<file path="src/rtl/rtype_pkg.sv">
// Shared definitions for the R-type/ADDI pipelined core: opcode and funct
// encodings, instruction field positions, ALU operation enum and the
// decoded-instruction record produced in the D stage.
package rtype_pkg;

  localparam logic [5:0] OP_RTYPE = 6'h00;
  localparam logic [5:0] OP_ADDI  = 6'h08;

  localparam logic [5:0] FN_ADD = 6'h20;
  localparam logic [5:0] FN_SUB = 6'h22;
  localparam logic [5:0] FN_AND = 6'h24;
  localparam logic [5:0] FN_OR  = 6'h25;
  localparam logic [5:0] FN_SLT = 6'h2A;

  localparam int OP_LSB = 26;
  localparam int RS_LSB = 21;
  localparam int RT_LSB = 16;
  localparam int RD_LSB = 11;
  localparam int FN_LSB = 0;

  typedef enum logic [2:0] {
    ALU_ADD, ALU_SUB, ALU_AND, ALU_OR, ALU_SLT, ALU_NONE
  } alu_op_e;

  typedef struct packed {
    alu_op_e    alu_op;
    logic [4:0] dst;      // full 5-bit field; the core keeps the low bits
    logic       use_rs;
    logic       use_rt;   // only R-type reads rt; for ADDI rt is the target
    logic       use_imm;
    logic       wen;
    logic       illegal;
  } dec_t;

  // Illegal encodings decode to a no-write, no-read instruction so they never
  // cause a hazard and simply flag at retire.
  function automatic dec_t decode(input logic [5:0] op, input logic [5:0] fn,
                                  input logic [4:0] rt, input logic [4:0] rd);
    dec_t d;
    d.alu_op  = ALU_NONE;
    d.dst     = '0;
    d.use_rs  = 1'b0;
    d.use_rt  = 1'b0;
    d.use_imm = 1'b0;
    d.wen     = 1'b0;
    d.illegal = 1'b1;
    if (op == OP_RTYPE) begin
      d.dst     = rd;
      d.use_rs  = 1'b1;
      d.use_rt  = 1'b1;
      d.wen     = 1'b1;
      d.illegal = 1'b0;
      case (fn)
        FN_ADD:  d.alu_op = ALU_ADD;
        FN_SUB:  d.alu_op = ALU_SUB;
        FN_AND:  d.alu_op = ALU_AND;
        FN_OR:   d.alu_op = ALU_OR;
        FN_SLT:  d.alu_op = ALU_SLT;
        default: begin
          d.dst     = '0;
          d.use_rs  = 1'b0;
          d.use_rt  = 1'b0;
          d.wen     = 1'b0;
          d.illegal = 1'b1;
        end
      endcase
    end else if (op == OP_ADDI) begin
      d.alu_op  = ALU_ADD;
      d.dst     = rt;
      d.use_rs  = 1'b1;
      d.use_imm = 1'b1;
      d.wen     = 1'b1;
      d.illegal = 1'b0;
    end
    return d;
  endfunction

endpackage

</file>
<file path="src/rtl/rtype_alu.sv">
// Combinational ALU for the E stage. Arithmetic wraps modulo 2^DATA_W;
// SLT is a signed compare producing a zero-extended 0/1.
module rtype_alu
  import rtype_pkg::*;
#(
  parameter int DATA_W = 32
) (
  input  alu_op_e             op,
  input  logic [DATA_W-1:0]   a,
  input  logic [DATA_W-1:0]   b,
  output logic [DATA_W-1:0]   y
);

  // Operation select
  always_comb begin
    y = '0;
    case (op)
      ALU_ADD: y = a + b;
      ALU_SUB: y = a - b;
      ALU_AND: y = a & b;
      ALU_OR:  y = a | b;
      ALU_SLT: y = {{(DATA_W-1){1'b0}}, ($signed(a) < $signed(b))};
      default: y = '0;
    endcase
  end

endmodule

</file>
<file path="src/rtl/rtype_pipe_core.sv">
// Three-stage (F/D/E) pipelined core for R-type and ADDI instructions.
// Instruction ROM is external and read combinationally at imem_addr.
// Every register write is mirrored on wb_*; illegal pulses at retire.
// Build option RTCORE_FORWARD_EN: forward the E result into D instead of
// inserting a one-cycle bubble on a distance-1 read-after-write hazard.
module rtype_pipe_core
  import rtype_pkg::*;
#(
  parameter int DATA_W = 32,
  parameter int REG_N  = 32,
  parameter int PC_W   = 32
) (
  input  logic                       clk,
  input  logic                       rst,
  input  logic                       run,
  output logic [PC_W-3:0]            imem_addr,
  input  logic [31:0]                imem_data,
  output logic [PC_W-1:0]            pc,
  output logic                       wb_valid,
  output logic [$clog2(REG_N)-1:0]   wb_addr,
  output logic [DATA_W-1:0]          wb_data,
  output logic                       illegal
);

  localparam int RA_W = $clog2(REG_N);

  logic [PC_W-1:0]   pc_q, pc_d;
  logic [2:1]        vld_pipe_q, vld_pipe_d;   // [1] IF/ID, [2] ID/EX
  logic [31:0]       ifid_instr_q, ifid_instr_d;
  alu_op_e           ex_op_q, ex_op_d;
  logic [RA_W-1:0]   ex_dst_q, ex_dst_d;
  logic              ex_wen_q, ex_wen_d;
  logic              ex_ill_q, ex_ill_d;
  logic [DATA_W-1:0] ex_a_q, ex_a_d, ex_b_q, ex_b_d;
  logic [DATA_W-1:0] rf_q [REG_N];
  logic [DATA_W-1:0] rf_d [REG_N];
  logic              wb_valid_q, wb_valid_d;
  logic [RA_W-1:0]   wb_addr_q, wb_addr_d;
  logic [DATA_W-1:0] wb_data_q, wb_data_d;
  logic              illegal_q, illegal_d;

  dec_t              dec;
  logic [RA_W-1:0]   rs_a, rt_a, dst_a;
  logic [DATA_W-1:0] rs_v, rt_v, imm_ext, alu_y;
  logic              hz_rs, hz_rt, stall;

  rtype_alu #(.DATA_W(DATA_W)) u_alu (
    .op (ex_op_q),
    .a  (ex_a_q),
    .b  (ex_b_q),
    .y  (alu_y)
  );

  // D stage: decode, register read (r0 reads 0), hazard detect and bypass
  always_comb begin
    dec     = decode(ifid_instr_q[OP_LSB +: 6], ifid_instr_q[FN_LSB +: 6],
                     ifid_instr_q[RT_LSB +: 5], ifid_instr_q[RD_LSB +: 5]);
    rs_a    = ifid_instr_q[RS_LSB +: RA_W];
    rt_a    = ifid_instr_q[RT_LSB +: RA_W];
    dst_a   = dec.dst[RA_W-1:0];
    imm_ext = DATA_W'($signed(ifid_instr_q[15:0]));
    // ex_wen_q already excludes r0, so a write to r0 is never a hazard
    hz_rs   = vld_pipe_q[1] & vld_pipe_q[2] & ex_wen_q & dec.use_rs & (rs_a == ex_dst_q);
    hz_rt   = vld_pipe_q[1] & vld_pipe_q[2] & ex_wen_q & dec.use_rt & (rt_a == ex_dst_q);
    rs_v    = (rs_a == '0) ? '0 : rf_q[rs_a];
    rt_v    = (rt_a == '0) ? '0 : rf_q[rt_a];
`ifdef RTCORE_FORWARD_EN
    stall   = 1'b0;
    if (hz_rs) rs_v = alu_y;
    if (hz_rt) rt_v = alu_y;
`else
    stall   = hz_rs | hz_rt;
`endif
  end

  // Next state for all stages; run=0 freezes everything and idles wb/illegal
  always_comb begin
    pc_d         = pc_q;
    vld_pipe_d   = vld_pipe_q;
    ifid_instr_d = ifid_instr_q;
    ex_op_d      = ex_op_q;
    ex_dst_d     = ex_dst_q;
    ex_wen_d     = ex_wen_q;
    ex_ill_d     = ex_ill_q;
    ex_a_d       = ex_a_q;
    ex_b_d       = ex_b_q;
    rf_d         = rf_q;
    wb_valid_d   = 1'b0;
    illegal_d    = 1'b0;
    wb_addr_d    = wb_addr_q;
    wb_data_d    = wb_data_q;
    if (run) begin
      // E: retire
      if (vld_pipe_q[2] && ex_wen_q) rf_d[ex_dst_q] = alu_y;
      wb_valid_d = vld_pipe_q[2] & ex_wen_q;
      illegal_d  = vld_pipe_q[2] & ex_ill_q;
      if (vld_pipe_q[2]) begin
        wb_addr_d = ex_dst_q;
        wb_data_d = alu_y;
      end
      if (stall) begin
        // F and D hold; one bubble into E
        vld_pipe_d[2] = 1'b0;
        ex_wen_d      = 1'b0;
        ex_ill_d      = 1'b0;
      end else begin
        pc_d          = pc_q + PC_W'(4);
        ifid_instr_d  = imem_data;
        vld_pipe_d[1] = 1'b1;
        vld_pipe_d[2] = vld_pipe_q[1];
        ex_op_d       = dec.alu_op;
        ex_dst_d      = dst_a;
        ex_wen_d      = vld_pipe_q[1] & dec.wen & (dst_a != '0);
        ex_ill_d      = vld_pipe_q[1] & dec.illegal;
        ex_a_d        = rs_v;
        ex_b_d        = dec.use_imm ? imm_ext : rt_v;
      end
    end
  end

  // State registers, cleared asynchronously
  always_ff @(posedge clk or negedge rst) begin
    if (!rst) begin
      pc_q         <= '0;
      vld_pipe_q   <= '0;
      ifid_instr_q <= '0;
      ex_op_q      <= ALU_ADD;
      ex_dst_q     <= '0;
      ex_wen_q     <= 1'b0;
      ex_ill_q     <= 1'b0;
      ex_a_q       <= '0;
      ex_b_q       <= '0;
      for (int i = 0; i < REG_N; i++) rf_q[i] <= '0;
      wb_valid_q   <= 1'b0;
      wb_addr_q    <= '0;
      wb_data_q    <= '0;
      illegal_q    <= 1'b0;
    end else begin
      pc_q         <= pc_d;
      vld_pipe_q   <= vld_pipe_d;
      ifid_instr_q <= ifid_instr_d;
      ex_op_q      <= ex_op_d;
      ex_dst_q     <= ex_dst_d;
      ex_wen_q     <= ex_wen_d;
      ex_ill_q     <= ex_ill_d;
      ex_a_q       <= ex_a_d;
      ex_b_q       <= ex_b_d;
      rf_q         <= rf_d;
      wb_valid_q   <= wb_valid_d;
      wb_addr_q    <= wb_addr_d;
      wb_data_q    <= wb_data_d;
      illegal_q    <= illegal_d;
    end
  end

  assign pc        = pc_q;
  assign imem_addr = pc_q[PC_W-1:2];
  assign wb_valid  = wb_valid_q;
  assign wb_addr   = wb_addr_q;
  assign wb_data   = wb_data_q;
  assign illegal   = illegal_q;

endmodule

</file>
<file path="config.mk">
export PLATFORM = sky130hd
export DESIGN_NAME = rtype_pipe_core
export DESIGN_NICKNAME = d
export VERILOG_FILES = /design/src/rtl/rtype_pkg.sv /design/src/rtl/rtype_alu.sv /design/src/rtl/rtype_pipe_core.sv
export SDC_FILE = /design/constraint.sdc
export NUM_CORES = 2
export LEC_CHECK = 0
export ABC_AREA = 1
export BUFFER_PORTS_ARGS = -buffer_cell sky130_fd_sc_hd__buf_2
export CAP_MARGIN = 0
export CORE_MARGIN = 3
export CORE_UTILIZATION = 48
export DETAILED_ROUTE_END_ITERATION = 8
export MAX_ROUTING_LAYER = met4
export PLACE_DENSITY_LB_ADDON = 0.15
export SETUP_SLACK_MARGIN = 0.2
export SLEW_MARGIN = 20
export SYNTH_ARGS = -nofsm -noshare
export SYNTH_HDL_FRONTEND = slang
export SYNTH_SLANG_ARGS = --single-unit
</file>
<file path="constraint.sdc">
create_clock -name clk -period 2.9 [get_ports clk]
set_input_delay 0.145 -clock clk [delete_from_list [all_inputs] [get_ports clk]]
set_output_delay 0.145 -clock clk [all_outputs]
set_load 0.05 [all_outputs]
</file>
==> results.ini <==
[timing]
timing.final.hold_violations = 0
period_needed_ns = 2.72
finalSetupViolCount = 0
grt_setup_unrepaired = yes
worstMarginPinSlew_ns = 1.15
timing.slew.headroom_pct = 23.4
post-route-period-util_pct = 93.7
whs_ns = 0.0487
fin_max_slew_vios = 0
max_freq_mhz = 368
finalClockSkew_ns = 0.0269

[logic_synthesis]
netlist-cell-type-count = 56
ys_async_sr_fraction_pct = 100
yosys_register_bits = 1201
postSynthAreaPerCell_um2 = 7.03
postSynth.topFlopCell = dfrtp_1
synth_area_um2 = 71700
yosysSeqAreaShare_pct = 41.9
yosys_warnings = 0
synthCells = 10200
synth-edff-count = 0

[pwr]
share_clk_of_total_power_pct = 37.7
fin_total_pwr_mw = 50.0
combPwrFrac_pct = 27.4
peakVddDrop_v = 0.000678
power.switching_fraction_pct = 34.9
seqPwrFrac_pct = 34.9
leakage_nw = 40.5
switchingPower_mw = 17.5
p_per_area_nw_per_um2 = 602
cellInternalPower_mw = 32.6

[global_route]
grt_pass1_wl_um = 431000
gr-total-overflow = 0
track_usage_pct = 38.0
antenna_violations_before_repair = 6
grt_pass1_vias = 67600
grt_max_degree = 114

[setup_path]
worst-endpoint-required_ns = 3.57
critical_path_class = reg2reg
worst-r2r-cell-count = 19
critPathMaxFanout = 8
critical_path.most_common_cell = buf_6
timing.critical_path.slowest_cell_delay_ns = 0.41
crit_path_end_kind = flip-flop
critPathLaunchType = flip-flop
critical-path-slowest-cell = dfrtp_1
r2r_start = ex_a_q[0]
crit_path_cell_trace = inv_2, ha_4, inv_4, fa_2, nand2_4, nand2_4, nand3_4, buf_6, buf_6, buf_6, buf_6, buf_6, nand3_4, nand3_4, o2111ai_4, buf_12, clkbuf_16, nand2_4, o21ai_2
reg2reg_slack_ns = 0.18
worstPathArrival_ns = 3.39
worst_setup_path_startpoint = ex_a_q[0]
r2r_end = rf_q[454]

[finish]
layout_utilization_pct = 56.1
non_filler_cell_area_final_um2 = 83000
most-common-layout-cells = nand2_1 (3204), o21ai_0 (1236), dfrtp_1 (1188), inv_1 (842), nand3_1 (793)
drive_above_1_share_pct = 12.3
layout.filler_cells = 14000
final_net_count = 10300
layout_commonest_cell = nand2_1
p_r_area_growth_vs_syn_pct = 15.9

[job]
cap_viol_max_count = 0

[placement]
gp_congestion = 0.983
dpl_cell_area_um2 = 75400
detailed_placement_wirelength_estimate_um = 185000
buffer_ports.inserted = 133

[cts]
clock_tree.root_cell = clkbuf_16
clock-sinks = 1201
clock_path_buffers = 3
htreeDepth = 4
cts_inserted_buffers = 138
cts.reportedPaths.clkPinSlew_ns = 0.06
clkLatencyLatePin_ns = 0.81
cts_tree = built

[routing]
wl_um = 296000
drt-initial-drc-count = 10500
wire_per_inst_um = 24.2
detailedRoute.firstPassIterationCount = 7
drc_violations_left = 0
route.vias.total = 73500
ant_nets = 0
post_drt_via_cell_ratio = 6.02

[floorplan]
standard_cell_row_count = 141
die_area_um2 = 154000
initial_utilization_pct = 48.4
chipWidth_um = 392
fp.coreArea_um2 = 148000
die_h_um = 392
design.portCount = 136

[status]
run_status = finished, final reports clean

[worst_hold_path]
min-delay-path-class = in2async

## synth_stat cells, types with 4 or more instances
cell type	instances	area share, %
ha_1	97	1.7
o22ai_1	13	0.11
o22ai_2	13	0.23
a21oi_1	762	5.3
buf_4	79	0.83
nor3_1	35	0.24
o21ai_1	132	0.92
o21ai_0	1247	8.7
xor2_1	22	0.27
buf_2	309	2.2
nand2_2	4	0.035
clkbuf_2	6	0.042
inv_1	882	4.6
nand3_2	24	0.34
nor3_2	10	0.14
buf_6	13	0.20
nand4_1	28	0.24
xnor2_1	13	0.16
inv_2	48	0.25
o221ai_1	18	0.22
clkbuf_1	328	1.7
o211ai_1	330	3.5
buf_1	77	0.40
nand3_1	828	5.8
o21bai_1	6	0.063
nor4_1	7	0.061
nor2_8	5	0.14
dfrtp_1	1201	42
nor2_2	19	0.17
o21ai_2	19	0.23
nand2_1	3282	17
a22oi_1	17	0.18
nor2_1	290	1.5
## sequential cells by signal, summed over array words and instances, names as in the netlist
signal        flops
rf_q           1024
ex_a_q           32
ex_b_q           32
ifid_instr_q     32
wb_data          32
pc               30
ex_dst_q          5
wb_addr           5
ex_op_q           3
vld_pipe_q        2
ex_ill_q          1
ex_wen_q          1
illegal           1
wb_valid          1
## worst max path at each step
stage / end / slack, ns
finish: rf_q[454] / 0.18
global route: rf_q[454] / 0.11
CTS: rf_q[286] / 0.15
detailed placement: rf_q[826] / -0.25
global placement: rf_q[826] / -0.23
floorplan: rf_q[680] / 0.58
## kinds of logic after synthesis
family          synth area share (%)
compound gates                  19.6
xor+xnor                       0.428
fa+ha+maj                       1.75
buf+inv                         10.2
flops                           41.9
other cells                  0.00523
simple gates                    26.1
## critical path, delay by kind of cell (launching register included)
kind,cells,cell delay [ns]
AO/OA/AOI/OAI,2,0.18
adder cells (fa/ha/maj),2,0.50
AND/OR/NAND/NOR,6,0.47
buffers and inverters,9,1.02
flip-flops,1,0.41
## layer usage
layer	vias to the layer above	wire length, um	track usage [%]
li1	33200	-	-
met1	34900	118000	49.8
met2	4499	127000	55.9
met3	880	37100	9.37
met4	0	13700	16.9
met5	-	0	-
## power groups by stage
stage / logic, mW / registers [mW] / clock network [mW]
3_3_place_gp: 11.5 / 17.7 / 0
5_1_grt: 14.7 / 17.5 / 19.7
2_1_floorplan: 6.89 / 17.9 / 0
3_5_place_dp: 11.6 / 17.7 / 0
4_1_cts: 12.0 / 17.4 / 19.0
6_report: 13.7 / 17.5 / 18.8
## final cells by class
cell class              instances  area [um^2]  share of cell area (%)
diodes                          5         12.5                  0.0151
clock buffers                 198         4010                    4.83
clock inverters                53          810                   0.975
inverters                     933         3530                    4.25
multi-input cells            7250        35700                    43.0
flip-flops and latches       1201        30100                    36.2
well taps                    1930         2410                    2.91
repair buffers                640         6430                    7.74
## per-stage QoR
stage	worst slack, ns	cells	setup TNS (ns)
after CTS	0.152	12100	0
after floorplan	0.578	10200	0
after global placement	-0.234	11800	-7.35
after global routing	0.105	12200	0
after detailed placement	-0.253	11800	-7.58
final	0.183	12200	0
## timing repair
item / CTS / global route
pin swaps: 3 / 43
buffers inserted: 11 / 50
cloned: 4 / 19
endpoints found under the hold margin: 1102 / 0
gates resized for setup: 75 / 286
setup endpoints to repair: 615 / 837
hold buffers: 35 / 0
Power figures use the tool's default switching activity.
